<file path="config.mk">
export PLATFORM = sky130hd
export DESIGN_NAME = uart_rx_word
export DESIGN_NICKNAME = d
export VERILOG_FILES = /design/src/rtl/uart_pkg.sv /design/src/rtl/uart_rx_bit_timer.sv /design/src/rtl/uart_rx_word.sv
export SDC_FILE = /design/constraint.sdc
export NUM_CORES = 1
export LEC_CHECK = 0
export CAP_MARGIN = 20
export CORE_MARGIN = 2
export CORE_UTILIZATION = 30
export CTS_CLUSTER_SIZE = 40
export DETAILED_ROUTE_END_ITERATION = 12
export SYNTH_ARGS = -nofsm -noshare
export SYNTH_HDL_FRONTEND = slang
export SYNTH_HIERARCHICAL = 1
export SYNTH_SLANG_ARGS = --single-unit
</file>
<file path="constraint.sdc">
create_clock -name clk -period 7.95 [get_ports clk]
set_input_delay 1.59 -clock clk [delete_from_list [all_inputs] [get_ports clk]]
set_output_delay 1.59 -clock clk [all_outputs]
set_load 0.05 [all_outputs]
</file>
<file path="src/rtl/uart_pkg.sv">
// Shared UART definitions: frame geometry, minimum usable divisor and the
// receiver state encoding. UART_v1 imports the same package.
package uart_pkg;

    localparam int DATA_BITS      = 8;
    localparam int BYTES_PER_WORD = 4;
    localparam int DIV_W          = 16;
    localparam int DIV_MIN        = 2;

    typedef enum logic [1:0] {
        IDLE  = 2'd0,
        START = 2'd1,
        DATA  = 2'd2,
        STOP  = 2'd3
    } rx_state_t;

endpackage

</file>
<file path="src/rtl/uart_rx_bit_timer.sv">
// Bit-period timer for the UART receiver. The counter restarts whenever the
// FSM asks for it and flags the mid-bit and full-bit points of the period.
module uart_rx_bit_timer #(
    parameter int DIV_W = uart_pkg::DIV_W
) (
    input  logic             clk,
    input  logic             rst,
    input  logic             clear,
    input  logic [DIV_W-1:0] div,
    output logic             half_tick,
    output logic             full_tick
);

    logic [DIV_W-1:0] cnt_q;

    // Count clocks within the current bit period; clear restarts at zero.
    always_ff @(posedge clk or posedge rst) begin
        if (rst) begin
            cnt_q <= '0;
        end else if (clear) begin
            cnt_q <= '0;
        end else begin
            cnt_q <= cnt_q + DIV_W'(1);
        end
    end

    // Divisors below two never reach these compares because the FSM stays idle.
    assign half_tick = (cnt_q == ((div >> 1) - DIV_W'(1)));
    assign full_tick = (cnt_q == (div - DIV_W'(1)));

endmodule

</file>
<file path="src/rtl/uart_rx_word.sv">
// UART 8N1 receiver that assembles consecutive bytes, first byte in the low
// lane, into one output word. Holds the input synchronizer, receive FSM,
// shift register and word assembly; bit timing lives in uart_rx_bit_timer.
module uart_rx_word
    import uart_pkg::*;
#(
    parameter int DATA_BITS      = uart_pkg::DATA_BITS,
    parameter int BYTES_PER_WORD = uart_pkg::BYTES_PER_WORD,
    parameter int DIV_W          = uart_pkg::DIV_W,
    localparam int WORD_W        = DATA_BITS * BYTES_PER_WORD,
    localparam int BC_W          = $clog2(BYTES_PER_WORD)
) (
    input  logic              clk,
    input  logic              rst,
    input  logic              div_en,
    input  logic [DIV_W-1:0]  div_in,
    input  logic              ser_rx,
    output logic [WORD_W-1:0] d_out,
    output logic              rx_valid,
    output logic              rx_busy,
    output logic              frame_err,
    output logic [BC_W-1:0]   byte_cnt
);

    localparam int BI_W = $clog2(DATA_BITS);

    logic                 sync1_q, rx_s, rx_prev_q;
    rx_state_t            state_q, state_d;
    logic [DIV_W-1:0]     div_q, div_d;
    logic [BI_W-1:0]      bit_idx_q, bit_idx_d;
    logic [DATA_BITS-1:0] shreg_q, shreg_d;
    logic [WORD_W-1:0]    word_q, word_d;
    logic [WORD_W-1:0]    dout_q, dout_d;
    logic [BC_W-1:0]      byte_cnt_q, byte_cnt_d;
    logic                 valid_q, valid_d;
    logic                 ferr_q, ferr_d;
    logic                 timer_clear, half_tick, full_tick;

    uart_rx_bit_timer #(.DIV_W(DIV_W)) u_timer (
        .clk       (clk),
        .rst       (rst),
        .clear     (timer_clear),
        .div       (div_q),
        .half_tick (half_tick),
        .full_tick (full_tick)
    );

    // Two-flop synchronizer plus one history flop for start-edge detection;
    // all reset to the idle-high line level.
    always_ff @(posedge clk or posedge rst) begin
        if (rst) begin
            sync1_q   <= 1'b1;
            rx_s      <= 1'b1;
            rx_prev_q <= 1'b1;
        end else begin
            sync1_q   <= ser_rx;
            rx_s      <= sync1_q;
            rx_prev_q <= rx_s;
        end
    end

    // Receive FSM and word assembly; a start needs a falling edge so a held
    // break line cannot retrigger after a framing error.
    always_comb begin
        state_d     = state_q;
        div_d       = div_q;
        bit_idx_d   = bit_idx_q;
        shreg_d     = shreg_q;
        word_d      = word_q;
        dout_d      = dout_q;
        byte_cnt_d  = byte_cnt_q;
        valid_d     = 1'b0;
        ferr_d      = 1'b0;
        timer_clear = 1'b0;
        case (state_q)
            IDLE: begin
                timer_clear = 1'b1;
                if (div_en) begin
                    div_d      = div_in;
                    byte_cnt_d = '0;
                end
                if (!rx_s && rx_prev_q && (div_q >= DIV_W'(DIV_MIN))) begin
                    state_d = START;
                end
            end
            START: begin
                if (half_tick) begin
                    bit_idx_d = '0;
                    state_d   = rx_s ? IDLE : DATA;
                end
            end
            DATA: begin
                if (full_tick) begin
                    timer_clear = 1'b1;
                    shreg_d     = {rx_s, shreg_q[DATA_BITS-1:1]};
                    if (bit_idx_q == BI_W'(DATA_BITS - 1)) begin
                        state_d = STOP;
                    end else begin
                        bit_idx_d = bit_idx_q + BI_W'(1);
                    end
                end
            end
            STOP: begin
                if (full_tick) begin
                    state_d = IDLE;
                    if (rx_s) begin
                        word_d[byte_cnt_q*DATA_BITS +: DATA_BITS] = shreg_q;
                        if (byte_cnt_q == BC_W'(BYTES_PER_WORD - 1)) begin
                            dout_d     = word_d;
                            valid_d    = 1'b1;
                            byte_cnt_d = '0;
                        end else begin
                            byte_cnt_d = byte_cnt_q + BC_W'(1);
                        end
                    end else begin
                        ferr_d     = 1'b1;
                        byte_cnt_d = '0;
                    end
                end
            end
            default: state_d = IDLE;
        endcase
        if (state_d != state_q) begin
            timer_clear = 1'b1;
        end
    end

    // Register FSM state, datapath and output pulses.
    always_ff @(posedge clk or posedge rst) begin
        if (rst) begin
            state_q    <= IDLE;
            div_q      <= '0;
            bit_idx_q  <= '0;
            shreg_q    <= '0;
            word_q     <= '0;
            dout_q     <= '0;
            byte_cnt_q <= '0;
            valid_q    <= 1'b0;
            ferr_q     <= 1'b0;
        end else begin
            state_q    <= state_d;
            div_q      <= div_d;
            bit_idx_q  <= bit_idx_d;
            shreg_q    <= shreg_d;
            word_q     <= word_d;
            dout_q     <= dout_d;
            byte_cnt_q <= byte_cnt_d;
            valid_q    <= valid_d;
            ferr_q     <= ferr_d;
        end
    end

    assign d_out     = dout_q;
    assign rx_valid  = valid_q;
    assign frame_err = ferr_q;
    assign byte_cnt  = byte_cnt_q;
    assign rx_busy   = (state_q != IDLE);

endmodule

</file>
==> results.py, run 1 <==
metrics = {
    "timing": {
        "setup-tns-final_ns": 0,
        "finalSetupViolations": 0,
        "post-route-period-util_pct": 47.6,
        "slew_headroom_pct": 44.7,
        "final-max-slew-violation-count": 0,
        "post-route-min-period_ns": 3.78,
        "clock_skew_ns": 0.0129,
        "worst_pin_slew_ns": 0.829,
        "hold_viol": 0,
        "fmax_mhz": 264,
        "rsz0062_at_grt": "no",
    },
    "die": {
        "die-area_sq_um": 20600,
        "ios": 57,
        "die-height_um": 143,
        "coreArea_sq_um": 18900,
        "start_util_pct": 30.8,
        "die_width_um": 143,
        "row_count": 50,
    },
    "routing": {
        "dr.pass1.iters": 5,
        "vias_per_cell": 5.09,
        "first_iter_violations": 263,
        "ant_nets": 0,
        "routed_wl_um": 14200,
        "avgRoutedWirePerCell_um": 16.7,
        "vias": 4326,
        "drc_errors": 0,
    },
    "critical_path": {
        "r2r_cells": 11,
        "cp.required_ns": 8.20,
        "crit_type": "register to register",
        "endpoint_kind": "register",
        "critPathArrivalTime_ns": 4.04,
        "critPathMaxFanout": 33,
        "start_kind": "register",
    },
    "clocking": {
        "clkTransAtPathRegs_ns": 0.08,
        "cts_setup_buffers": 0,
        "cts_made_buffers": 9,
        "hold_buffers": 0,
        "tritoncts": "yes",
        "ctsResizeCount": 0,
        "clk_latency_ns": 0.36,
        "ctsHtreeMaxLevel": 3,
        "cts_max_path_buffers": 2,
        "clock_sinks": 108,
        "cts-root-buf": "clkbuf_16",
    },
    "pwr": {
        "p_leak_nw": 2.77,
        "ir_drop_v": 0.000142,
        "p_int_mw": 1.12,
        "combPwrFrac_pct": 27.1,
        "pwr-share-clk_pct": 29.0,
        "switching_share_pct": 36.3,
        "power_density_nw_per_um2": 257,
        "p_seq_share_pct": 43.9,
        "switchingPower_uw": 636,
        "p_total_mw": 1.75,
    },
    "synth": {
        "synthArstFlopShare_pct": 100,
        "ys_seq_area_share_pct": 46.4,
        "netlist_area_sq_um": 5830,
        "synth.avg_cell_area_sq_um": 10.4,
        "ys_ff_latch": 108,
        "post_synth_inst_count": 561,
        "synthFlopType": "dfrtp_1",
        "yosysWarnings": 6,
        "netlist-cell-type-count": 56,
        "synth_edf_count": 0,
        "synth.net_count": 592,
    },
    "placed_design": {
        "port_buffers": 56,
        "dp_hpwl_um": 9990,
        "place_congestion": 0.845,
    },
    "final_layout": {
        "n_antenna_cell": 0,
        "nets": 616,
        "drive_above_1_share_pct": 11.2,
        "synthToLayoutAreaGrowth_pct": 16.9,
    },
    "grt": {
        "grt_usage_pct": 14.3,
        "gr-total-overflow": 0,
        "grt_pass1_vias": 4278,
        "grt_antenna_before_repair": 0,
        "grt_pass1_wl_um": 22900,
        "grt_max_degree": 68,
    },
    "status": {
        "status": "finished clean",
    },
    "job": {
        "maxCapViolations": 0,
    },
    "min_path": {
        "worst_hold_path_type": "register to register",
        "holdPathStages": 0,
    },
}
worst max-delay path, stage by stage (launching register included):
cell      delay [ns]
dfrtp_1         0.47
inv_1           0.14
ha_1            0.34
a21boi_0        0.45
nor2b_1         0.20
a21oi_1         0.08
o21ai_0         0.16
nand4_1         0.12
nor3_2          0.48
and4_1          0.49
nand2_2         0.41
a22o_2          0.34
final cells by class:
| class | count | area, sq um |
|---|---|---|
| fill | 1921 | 12100 |
| inverter | 12 | 46.3 |
| multi-input combinational | 395 | 2810 |
| sequential | 108 | 2710 |
| clock inverter | 7 | 115 |
| clock buffer | 9 | 225 |
| timing repair buffer | 59 | 583 |
| tap | 260 | 325 |
Yosys cell counts, types with 2 or more instances:
master     instances  share of area, %
nor4_4             4               1.5
o21ai_1            3              0.26
nor2_1            31               2.0
clkbuf_1          11              0.71
nor4_1             6              0.64
buf_6              8               1.5
nor2b_1           28               3.0
dfrtp_1          105                45
nor4b_1            2              0.30
nand3b_1           3              0.39
a21oi_1           34               2.9
xor2_1            25               3.8
ha_1              11               2.4
clkbuf_2           4              0.34
buf_1              8              0.52
and4_1             3              0.45
nand4_1           13               1.4
and3_1             2              0.21
a22o_2             4              0.69
xnor2_1           34               5.1
o31ai_1            2              0.26
buf_4              5              0.64
o2111ai_1          2              0.30
and2_1             3              0.32
mux2i_1            7               1.2
inv_1             12              0.77
or2_2              2              0.21
nand2_1           21               1.4
nor3_2             2              0.34
nand3_1           15               1.3
and4bb_1           2              0.43
mux2_2            24               4.6
dfstp_2            3               1.4
nor3b_1            4              0.52
nor3_1             7              0.60
o21ai_0           54               4.6
a22o_1            27               4.1
or3_1              3              0.32
buf_2             10              0.86
per-layer routing:
layer	vias to the layer above	global-route usage (%)	part of all wire [%]
li1	2026	-	-
met1	2176	20.2	48
met2	103	22.0	46
met3	21	2.43	3.7
met4	0	5.42	1.7
met5	-	0	0
path summary, 6_finish.rpt:
path                            slack, ns   endpoint  startpoint
worst max-delay path                 4.17  d_out[28]    div_q[2]
worst min-delay path                 0.36       rx_s     sync1_q
worst min register to register       0.36       rx_s     sync1_q
worst max register to register       4.17  d_out[28]    div_q[2]
max in group asynchronous            5.15  frame_err         rst
min in group asynchronous            1.60   div_q[9]         rst
per-stage QoR:
step           instances  cell area (sq um)  setup WS [ns]  hold WS [ns]  utilization [%]
3_5_place_dp         833               6470           4.18         0.349             34.2
4_1_cts              849               6810           4.16         0.360             36.0
6_report             850               6810           4.17         0.360             36.1
3_3_place_gp         833               6470           4.26         0.349             34.2
2_1_floorplan        561               5830           3.97         0.345                -
5_1_grt              850               6810           3.72         0.367             36.1
cells in the final DEF (no fill, tap or decap), types with 2 or more instances in the layout:
cell / count
and4bb_1: 2
inv_8: 2
ha_1: 11
nor4b_1: 2
nand4_1: 13
o31ai_1: 2
nor4_1: 6
nor3_1: 7
nand2_1: 21
nor3_2: 2
o2111ai_1: 2
clkbuf_16: 9
nor3b_2: 2
nand3_1: 15
o21ai_0: 54
xnor2_1: 34
nor4_4: 4
dfrtp_1: 105
o21ai_1: 3
a21oi_1: 34
mux2_2: 24
dfstp_2: 3
buf_4: 3
a22o_1: 27
a22o_2: 4
or3_1: 3
and3_1: 2
nor2b_1: 28
mux2i_1: 7
xor2_1: 25
or2_2: 2
bufinv_16: 2
and2_1: 3
clkdlybuf4s50_1: 56
nor2_1: 31
nand3b_1: 3
inv_1: 11
nor3b_1: 3
and4_1: 3
logic make-up after synthesis:
kind of cell / after synthesis / share of synthesized area (%)
compound gates: 134 / 14.2
flops: 108 / 46.4
mux: 31 / 5.84
xor+xnor: 59 / 8.87
fa+ha+maj: 11 / 2.36
simple gates: 160 / 16.9
buf+inv: 58 / 5.39
power by group through the flow:
stage	clock network, mW	registers (mW)	logic, mW
finish	0.509	0.769	0.474
global route	0.546	0.782	0.519
CTS	0.521	0.766	0.468
detailed placement	0	0.777	0.466
global placement	0	0.774	0.458
floorplan	0	0.678	0.453
flip-flops by register name, indices dropped and copies added (netlist names):
name           cells
d_out             32
word_q            24
div_q             16
u_timer/cnt_q     16
shreg_q            8
bit_idx_q          3
byte_cnt           2
state_q            2
frame_err          1
rx_prev_q          1
rx_s               1
rx_valid           1
sync1_q            1
No activity file was read; power rests on OpenSTA's default activity.
==> run 2: changes to the inputs <==
Clock period 7.95 ns to 3.4 ns, I/O delays scaled along.
==> results.py, run 2 (synthesis results as in run 1) <==
metrics = {
    "routing": {
        "routed_wl_um": 14300,
        "vias": 4404,
        "ant_nets": 0,
        "vias_per_cell": 5.11,
        "dr.pass1.iters": 5,
        "first_iter_violations": 295,
        "avgRoutedWirePerCell_um": 16.6,
        "drc_errors": 0,
    },
    "timing": {
        "hold_viol": 0,
        "holdWs_ns": 0.360,
        "slew_headroom_pct": 53.8,
        "post-route-min-period_ns": 3.11,
        "clock_skew_ns": 0.0124,
        "post-route-period-util_pct": 91.6,
        "fmax_mhz": 321,
        "finalSetupViolations": 0,
        "fin_ws_ns": 0.287,
        "worst_pin_slew_ns": 0.692,
        "final-max-slew-violation-count": 0,
    },
    "pwr": {
        "switching_share_pct": 37.3,
        "p_int_mw": 2.55,
        "pwr-share-clk_pct": 25.9,
        "ir_drop_v": 0.000282,
        "power_density_nw_per_um2": 588,
        "switchingPower_mw": 1.51,
        "p_seq_share_pct": 41.6,
        "combPwrFrac_pct": 32.5,
        "p_leak_nw": 2.83,
    },
    "die": {
        "die_width_um": 143,
        "die-area_sq_um": 20600,
        "ios": 57,
        "coreArea_sq_um": 18900,
        "die-height_um": 143,
        "start_util_pct": 30.8,
        "row_count": 50,
    },
    "critical_path": {
        "crit_path_start": "div_q[1]",
        "critPathArrivalTime_ns": 3.35,
        "critPathMaxFanout": 8,
        "start_kind": "register",
        "endpoint_kind": "register",
        "rr_startpoint": "div_q[1]",
        "r2r_cells": 13,
        "rrSetupSlack_ns": 0.29,
        "crit_type": "register to register",
        "crit_end": "word_q[19]",
        "rr_endpoint": "word_q[19]",
        "cp.required_ns": 3.64,
    },
    "grt": {
        "gr-total-overflow": 0,
        "grt_pass1_vias": 4463,
        "grt_antenna_before_repair": 0,
        "grt_usage_pct": 14.5,
        "grt_max_degree": 38,
        "grt_pass1_wl_um": 23400,
    },
    "status": {
        "status": "finished clean",
    },
    "placed_design": {
        "place_congestion": 0.862,
        "dp_hpwl_um": 10200,
        "place_ws_ns": 0.178,
        "port_buffers": 56,
    },
    "min_path": {
        "worst_hold_path_type": "register to register",
    },
    "final_layout": {
        "largest_register_ffs": 32,
        "nets": 628,
        "synthToLayoutAreaGrowth_pct": 18.6,
        "drive_above_1_share_pct": 14.1,
        "fillCellCount": 1889,
        "layout_common_cells": "dfrtp_1 (104), clkdlybuf4s50_1 (56), o21ai_0 (54), a21oi_1 (34), xnor2_1 (34)",
        "final_common_cell": "dfrtp_1",
        "final_util_pct": 36.6,
        "n_antenna_cell": 0,
    },
    "clocking": {
        "ctsHtreeMaxLevel": 3,
        "cts_setup_buffers": 0,
        "cts_made_buffers": 9,
        "tritoncts": "yes",
        "hold_buffers": 0,
        "clk_latency_ns": 0.36,
        "cts_max_path_buffers": 2,
        "clkTransAtPathRegs_ns": 0.08,
        "cts-root-buf": "clkbuf_16",
        "clock_sinks": 108,
    },
    "job": {
        "maxCapViolations": 0,
    },
}
-- run 2: metrics by stage --
step                total power, mW  cells  instance area (sq um)  TNS [ns]
finish                         4.06    862                   6910         0
CTS                            4.05    862                   6880         0
detailed placement             2.99    846                   6580         0
global route                   4.30    862                   6910  -0.00678
floorplan                      2.64    561                   5830         0
global placement               2.97    846                   6580         0
-- run 2: per-layer routing --
layer	part of all wire [%]	vias to the layer above	GRT usage, %
met2	47	120	22.7
li1	-	2046	-
met4	1.6	0	4.90
met5	0	-	0
met3	4.9	13	3.60
met1	47	2225	19.8
-- run 2: final cells by class --
cell class / instances / area (sq um) / area share, %
multi-input combinational: 395 / 2850 / 41.2
sequential: 108 / 2710 / 39.2
timing repair buffer: 71 / 686 / 9.92
tap: 260 / 325 / 4.71
clock buffer: 9 / 225 / 3.26
clock inverter: 7 / 76.3 / 1.10
inverter: 12 / 46.3 / 0.670
-- run 2: critical path, cell delays in order (launching register included) --
cell	delay, ns
dfrtp_1	0.43
inv_1	0.17
ha_2	0.26
nand2b_1	0.18
nor4_4	0.27
mux2i_1	0.13
nor3b_1	0.22
o2111ai_1	0.16
nor3_2	0.12
buf_4	0.18
and4_1	0.25
buf_4	0.18
nand2_1	0.19
a22o_1	0.25
-- run 2: worst min path at each step --
stage               depth (start not counted)     from  slack (ns)   end
global route                                0  sync1_q        0.37  rx_s
CTS                                         0  sync1_q        0.36  rx_s
detailed placement                          0  sync1_q        0.35  rx_s
floorplan                                   0  sync1_q        0.35  rx_s
global placement                            0  sync1_q        0.35  rx_s
finish                                      0  sync1_q        0.36  rx_s
-- run 2: timing repair --
action                                 in CTS  in global routing
resized for setup                           0                  9
setup endpoints to repair                   0                 56
endpoints found under the hold margin       0                  0
-- run 2: power groups by stage --
stage	registers, mW	logic (mW)	clock network [mW]
3_3_place_gp	1.70	1.27	0
2_1_floorplan	1.58	1.06	0
6_report	1.69	1.32	1.05
3_5_place_dp	1.71	1.28	0
4_1_cts	1.68	1.29	1.08
5_1_grt	1.72	1.45	1.14
==> run 3: changes to the inputs <==
Settings changed: SLEW_MARGIN from default to 10.
==> results of run 3 <==
No change in the layout: final DEF, timing and power equal those of run 2.
